$ cat src/rtl/counter_rr_scheduler_pkg.sv
// Shared types and helpers for the round-robin counter scheduler.
// Holds the FSM state encoding and the requester-index width derivation.
package counter_rr_scheduler_pkg;

   typedef enum logic [1:0] {
      ST_IDLE = 2'd0,
      ST_RUN  = 2'd1,
      ST_DONE = 2'd2
   } state_e;

   // Width of a requester index; never narrower than one bit.
   function automatic int id_width(input int m);
      return (m > 2) ? $clog2(m) : 1;
   endfunction

endpackage

$ cat src/rtl/counter_rr_scheduler_if.sv
// Request/grant bundle between step generators (master) and the scheduler (slave).
interface counter_rr_scheduler_if #(
   parameter int N = 4,
   parameter int M = 4
);
   import counter_rr_scheduler_pkg::*;

   localparam int ID_W = id_width(M);

   logic [M-1:0]   req;
   logic [M*N-1:0] req_len;
   logic [M-1:0]   gnt;
   logic [ID_W-1:0] gnt_id;
   logic [N-1:0]   count;
   logic           busy;
   logic           done;
   logic           abort;

   modport master (
      output req, req_len,
      input  gnt, gnt_id, count, busy, done, abort
   );

   modport slave (
      input  req, req_len,
      output gnt, gnt_id, count, busy, done, abort
   );

endinterface

$ cat src/rtl/counter_rr_scheduler_rr_pick.sv
// Combinational round-robin picker: first set request at or after ptr, wrapping modulo M.
module rr_pick
   import counter_rr_scheduler_pkg::*;
#(
   parameter int M    = 4,
   parameter int ID_W = id_width(M)
) (
   input  logic [M-1:0]    req,
   input  logic [ID_W-1:0] ptr,
   output logic            any,
   output logic [ID_W-1:0] winner,
   output logic [M-1:0]    winner_oh
);

   always_comb begin
      int idx;
      logic [ID_W-1:0] idx_v;
      any       = 1'b0;
      winner    = '0;
      winner_oh = '0;
      idx       = 0;
      idx_v     = '0;
      for (int i = 0; i < M; i++) begin
         idx = int'(ptr) + i;
         if (idx >= M) idx = idx - M;
         idx_v = ID_W'(idx);
         if (!any && req[idx_v]) begin
            any              = 1'b1;
            winner           = idx_v;
            winner_oh[idx_v] = 1'b1;
         end
      end
   end

endmodule

$ cat src/rtl/counter_rr_scheduler.sv
// Round-robin scheduler sharing one up-counter between M requesters; each winner
// gets a (len+1)-cycle window and a registered done/abort pulse when it ends.
module counter_rr_scheduler
   import counter_rr_scheduler_pkg::*;
#(
   parameter int N = 4,
   parameter int M = 4
) (
   input  logic                   clk,
   input  logic                   rst_n,
   counter_rr_scheduler_if.slave  bus
);

   localparam int ID_W = id_width(M);

   state_e          state_q, state_d;
   logic [N-1:0]    count_q, count_d;
   logic [N-1:0]    len_q, len_d;
   logic [ID_W-1:0] ptr_q, ptr_d;
   logic [ID_W-1:0] gnt_id_q, gnt_id_d;
   logic [M-1:0]    gnt_q, gnt_d;
   logic            busy_q, busy_d;
   logic            done_q, done_d;
   logic            abort_q, abort_d;

   logic            pick_any;
   logic [ID_W-1:0] pick_id;
   logic [M-1:0]    pick_oh;
   logic [N-1:0]    len_sel;
   logic            run_drop, run_term, cnt_clr, cnt_en;

   rr_pick #(.M(M), .ID_W(ID_W)) u_pick (
      .req       (bus.req),
      .ptr       (ptr_q),
      .any       (pick_any),
      .winner    (pick_id),
      .winner_oh (pick_oh)
   );

   always_comb begin
      len_sel = '0;
      for (int i = 0; i < M; i++) begin
         if (pick_id == ID_W'(i)) len_sel = bus.req_len[i*N +: N];
      end
   end

   // A dropped request ends the window even on the terminal cycle.
   assign run_drop = (state_q == ST_RUN) && !bus.req[gnt_id_q];
   assign run_term = (state_q == ST_RUN) && (count_q == len_q);

   always_ff @(posedge clk or negedge rst_n) begin
      if (!rst_n) state_q <= ST_IDLE;
      else        state_q <= state_d;
   end

   always_comb begin
      state_d = state_q;
      case (state_q)
         ST_IDLE: if (pick_any) state_d = ST_RUN;
         ST_RUN:  if (run_drop || run_term) state_d = ST_DONE;
         ST_DONE: state_d = ST_IDLE;
         default: state_d = ST_IDLE;
      endcase
   end

   always_comb begin
      cnt_clr  = 1'b0;
      cnt_en   = 1'b0;
      len_d    = len_q;
      ptr_d    = ptr_q;
      gnt_id_d = gnt_id_q;
      gnt_d    = gnt_q;
      busy_d   = busy_q;
      done_d   = 1'b0;
      abort_d  = 1'b0;
      case (state_q)
         ST_IDLE: begin
            if (pick_any) begin
               cnt_clr  = 1'b1;
               len_d    = len_sel;
               gnt_id_d = pick_id;
               gnt_d    = pick_oh;
               busy_d   = 1'b1;
            end
         end
         ST_RUN: begin
            if (run_drop || run_term) begin
               gnt_d   = '0;
               busy_d  = 1'b0;
               done_d  = 1'b1;
               abort_d = run_drop;
            end else begin
               cnt_en = 1'b1;
            end
         end
         ST_DONE: begin
            ptr_d = (gnt_id_q == ID_W'(M - 1)) ? '0 : gnt_id_q + 1'b1;
         end
         default: begin
            gnt_d  = '0;
            busy_d = 1'b0;
         end
      endcase
      count_d = cnt_clr ? '0 : (cnt_en ? count_q + 1'b1 : count_q);
   end

   always_ff @(posedge clk or negedge rst_n) begin
      if (!rst_n) begin
         count_q  <= '0;
         len_q    <= '0;
         ptr_q    <= '0;
         gnt_id_q <= '0;
         gnt_q    <= '0;
         busy_q   <= 1'b0;
         done_q   <= 1'b0;
         abort_q  <= 1'b0;
      end else begin
         count_q  <= count_d;
         len_q    <= len_d;
         ptr_q    <= ptr_d;
         gnt_id_q <= gnt_id_d;
         gnt_q    <= gnt_d;
         busy_q   <= busy_d;
         done_q   <= done_d;
         abort_q  <= abort_d;
      end
   end

   assign bus.gnt    = gnt_q;
   assign bus.gnt_id = gnt_id_q;
   assign bus.count  = count_q;
   assign bus.busy   = busy_q;
   assign bus.done   = done_q;
   assign bus.abort  = abort_q;

endmodule

$ cat src/flat_wrapper.sv
// flat-port wrapper written by rule: the top's interface ports become plain ports
module counter_rr_scheduler_flat import counter_rr_scheduler_pkg::*;
#(
   parameter int N = 4,
   parameter int M = 4
)
  (clk, rst_n, bus_req, bus_req_len, bus_gnt, bus_gnt_id, bus_count, bus_busy, bus_done, bus_abort);
  counter_rr_scheduler_if #(.N(N), .M(M)) bus_i ();
  input  logic clk;
  input  logic rst_n;
  input wire logic [$bits(bus_i.req)-1:0] bus_req;
  input wire logic [$bits(bus_i.req_len)-1:0] bus_req_len;
  output wire logic [$bits(bus_i.gnt)-1:0] bus_gnt;
  output wire logic [$bits(bus_i.gnt_id)-1:0] bus_gnt_id;
  output wire logic [$bits(bus_i.count)-1:0] bus_count;
  output wire logic [$bits(bus_i.busy)-1:0] bus_busy;
  output wire logic [$bits(bus_i.done)-1:0] bus_done;
  output wire logic [$bits(bus_i.abort)-1:0] bus_abort;
  assign bus_i.req = bus_req;
  assign bus_i.req_len = bus_req_len;
  assign bus_gnt = bus_i.gnt;
  assign bus_gnt_id = bus_i.gnt_id;
  assign bus_count = bus_i.count;
  assign bus_busy = bus_i.busy;
  assign bus_done = bus_i.done;
  assign bus_abort = bus_i.abort;
  counter_rr_scheduler #(.N(N), .M(M)) u_core (.clk(clk), .rst_n(rst_n), .bus(bus_i));
endmodule
$ cat config.mk
export PLATFORM = sky130hd
export DESIGN_NAME = counter_rr_scheduler_flat
export DESIGN_NICKNAME = d
export VERILOG_FILES = /design/src/rtl/counter_rr_scheduler_pkg.sv /design/src/rtl/counter_rr_scheduler_if.sv /design/src/rtl/counter_rr_scheduler_rr_pick.sv /design/src/rtl/counter_rr_scheduler.sv /design/src/flat_wrapper.sv
export SDC_FILE = /design/constraint.sdc
export NUM_CORES = 1
export LEC_CHECK = 0
export CAP_MARGIN = 40
export CORE_ASPECT_RATIO = 0.8
export CORE_MARGIN = 3
export CORE_UTILIZATION = 54
export DETAILED_ROUTE_END_ITERATION = 7
export HOLD_SLACK_MARGIN = 0.1
export PLACE_DENSITY = 0.85
export RECOVER_POWER = 25
export SLEW_MARGIN = 20
export SYNTH_ARGS = -nofsm -noshare
export SYNTH_HDL_FRONTEND = slang
export SYNTH_SLANG_ARGS = --single-unit
$ cat constraint.sdc
create_clock -name clk -period 9.6 [get_ports clk]
set_input_delay 1.92 -clock clk [delete_from_list [all_inputs] [get_ports clk]]
set_output_delay 1.92 -clock clk [all_outputs]
set_load 0.01 [all_outputs]
==> summary.txt <==
Status
  • Status: complete, no violations

Yosys
  • Flop and latch count out of synthesis: 21
  • Post-synthesis sequential area ratio: 34.4%
  • Post-synth EDFFs: 0
  • Most area-consuming cells after synthesis: dfrtp_1, ha_1, mux2i_1
  • Syn_nets: 185
  • YS warnings: 0
  • Mean Syn Cell Area: 9.99 um2
  • Cells after Synth: 153
  • Yosys cell types: 40
  • Top cell type's share of synthesized area: 34.4%
  • Synthesized area: 0.00153 mm2
  • Asr flop ratio synth: 100%
  • Main synth FF type: dfrtp_1
  • Yosys top cell by area: dfrtp_1

Timing
  • Period utilization: 42.0%
  • Final setup fails: 0
  • Slew headroom: 42.2%
  • Final worst slack: 5570 ps
  • Minimum clock period: 4030 ps
  • Final Hold Fails: 0
  • Max-slew violation count: 0
  • FMAX: 248 MHz
  • Setup TNS Final: 0 ps
  • Worst Tran Pin Value: 867 ps
  • Unrepaired setup endpoints after global routing: false
  • Clk_skew: 6.76 ps

Clock tree
  • Worst-path clk slew: 120 ps
  • Num CTS Buffers: 3
  • Clock Path Buffers: 2
  • CTS tree: done
  • Postcts setup bufs: 0
  • Clock sink total: 21
  • H-tree depth: 1
  • Clock root cell: clkbuf_4
  • CTS resizes: 0
  • CTS Hold Bufs: 0
  • Clock Latency Late Sink: 310 ps

Detailed routing
  • DR vias/cell: 5.85
  • DR vias: 1282
  • DRC viols: 0
  • Detailed Route Iter0 Violations: 48
  • First drt pass iteration count: 4
  • WL/cell: 15.8 um
  • DRT Wirelength: 3.46 mm
  • Routed Antenna Nets: 0

Global route
  • Global Route Usage Sum: 22.3%
  • Antenna violations before repair: 0
  • First-pass GRT wire length: 5.94 mm
  • Total gr overflow: 0
  • Vias in the first global route: 1290
  • Pin count of the biggest net entering global routing: 18

Final layout
  • Nets: 216
  • Antenna Cells: 0
  • Fillers: 195
  • Layout cell share with drive strength beyond 1: 9.84%
  • Register area: 526 um2
  • Multi-input logic area: 941 um2
  • Area Growth Syn to Fin: 23.9%

Worst setup path
  • Critical path class: input port to flip-flop
  • Worst setup path startpoint: bus_req[3]
  • CP Launch Type: input port
  • Crit path DAT: 4180 ps
  • Reg2Reg Depth: 8
  • Origin of the critical flop-to-flop path: u_core.ptr_q[0]
  • Crit end category: flip-flop
  • Worst Path Max Fanout: 13
  • Req. time, crit path: 9750 ps
  • Reg2reg setup slack: 6390 ps

Power and ir drop
  • Pleak: 0.818 nW
  • Power Dens Cells: 306 mW/mm2
  • Maximum resistive drop on vdd: 0.000203 V

Floorplanning
  • # IOs: 35
  • Die height: 53.6 um
  • Core Rows: 16
  • Core area: 0.00256 mm2
  • Die area: 0.00351 mm2
  • Horiz. Die Dim: 65.5 um
  • Initial core utilization: 59.7%

Hold path
  • HP Class: flip-flop to flip-flop
  • Min-delay src: u_core.bus.busy
  • Worst hold stages: 2

Placed design
  • Dpl ws: 5230 ps
  • DP HPWL: 2.69 mm
  • IO Port Bufs: 34
  • Routability cong.: 0.823

Flow run
  • Max_cap viols: 0
-- registers in the layout, summed over array words and instances (netlist names) --
name               count
u_core.bus.abort       1
u_core.ptr_q           2
u_core.len_q           4
u_core.bus.busy        1
u_core.bus.gnt         4
u_core.state_q         2
u_core.bus.done        1
u_core.bus.count       4
u_core.bus.gnt_id      2
-- metal layers --
layer  vias to the layer above  global-route usage [%]  wire, um
met5                         -                       0         0
met4                         0                    7.24        63
met3                         8                    5.85       214
met2                        55                    39.3      1680
met1                       602                    26.9      1500
li1                        617                       -         -
-- layout by cell type (no fill, tap or decap), types with 2 or more instances in the layout --
cell type / synthesis / layout
o21bai_1: 3 / 3
mux4_2: 2 / 2
o31ai_1: 2 / 2
nor2b_1: 3 / 3
nor2_1: 21 / 21
o221ai_1: 3 / 3
xor2_1: 6 / 6
dfrtp_1: 21 / 21
o21ai_0: 3 / 3
clkbuf_4: 0 / 3
nand2b_1: 3 / 3
ha_1: 10 / 10
or2_2: 2 / 2
nand4_1: 2 / 2
a221o_1: 4 / 4
a21oi_1: 3 / 3
nand2_1: 13 / 13
mux2_2: 3 / 3
inv_1: 3 / 3
a211oi_1: 6 / 6
clkdlybuf4s50_1: 0 / 33
a22oi_1: 5 / 5
mux2i_1: 10 / 10
-- logic make-up after synthesis --
group / synth area share [%]
multiplexers: 12.7
AO/OA/AOI/OAI: 19.4
adder cells (fa/ha/maj): 8.18
buffers and inverters: 4.09
XOR/XNOR: 4.01
AND/OR/NAND/NOR: 17.3
flip-flops: 34.4
-- path summary, 6_finish.rpt --
kind,to
setup reg to reg,u_core.len_q[2]
max in group asynchronous,u_core.len_q[3]
hold / removal,u_core.bus.busy
min in group asynchronous,u_core.bus.gnt[2]
setup / recovery,u_core.len_q[2]
hold reg to reg,u_core.bus.busy
-- report_power, final --
part | total (W) | internal [W] | switching, W
combinational | 0.000368 | 0.000177 | 0.000191
clock | 0.0000429 | 0.0000156 | 0.0000274
sequential | 0.000169 | 0.000124 | 0.0000444
-- per-stage QoR --
stage	utilization, %	instances	hold WS, ps	cell area, um2	total power, W
finish	73.9	219	508	1890	0.000579
global placement	72.7	214	462	1860	0.000515
CTS	74.4	219	522	1910	0.000580
detailed placement	73.3	215	494	1880	0.000535
global route	73.9	219	551	1890	0.000629
floorplan	-	153	475	1530	0.000432
-- layout make-up --
type / count / share of cell area [%]
clock inverters: 1 / 0.264
well taps: 36 / 2.38
clock buffers: 3 / 1.19
flip-flops and latches: 21 / 27.7
inverters: 3 / 0.594
multi-input cells: 120 / 49.7
repair buffers: 35 / 18.2
-- synthesized netlist by cell type (all sizes together) (3+ instances only) --
master and count:
a211oi 6, a21oi 3, a221o 4, a22oi 5, buf 4, clkbuf 5
dfrtp 21, ha 10, inv 3, mux2 4, mux2i 10, nand2 13
nand2b 3, nor2 22, nor2b 3, o21ai 3, o21bai 3, o221ai 3
xor2 6
-- worst max-delay path, stage by stage --
cell and delay [ps]:
clkdlybuf4s50_1 580, mux4_2 610, o211a_2 190, o32ai_4 340, mux2_4 340, nor3_2 130, a311oi_2 70
Power figures use the tool's default switching activity.
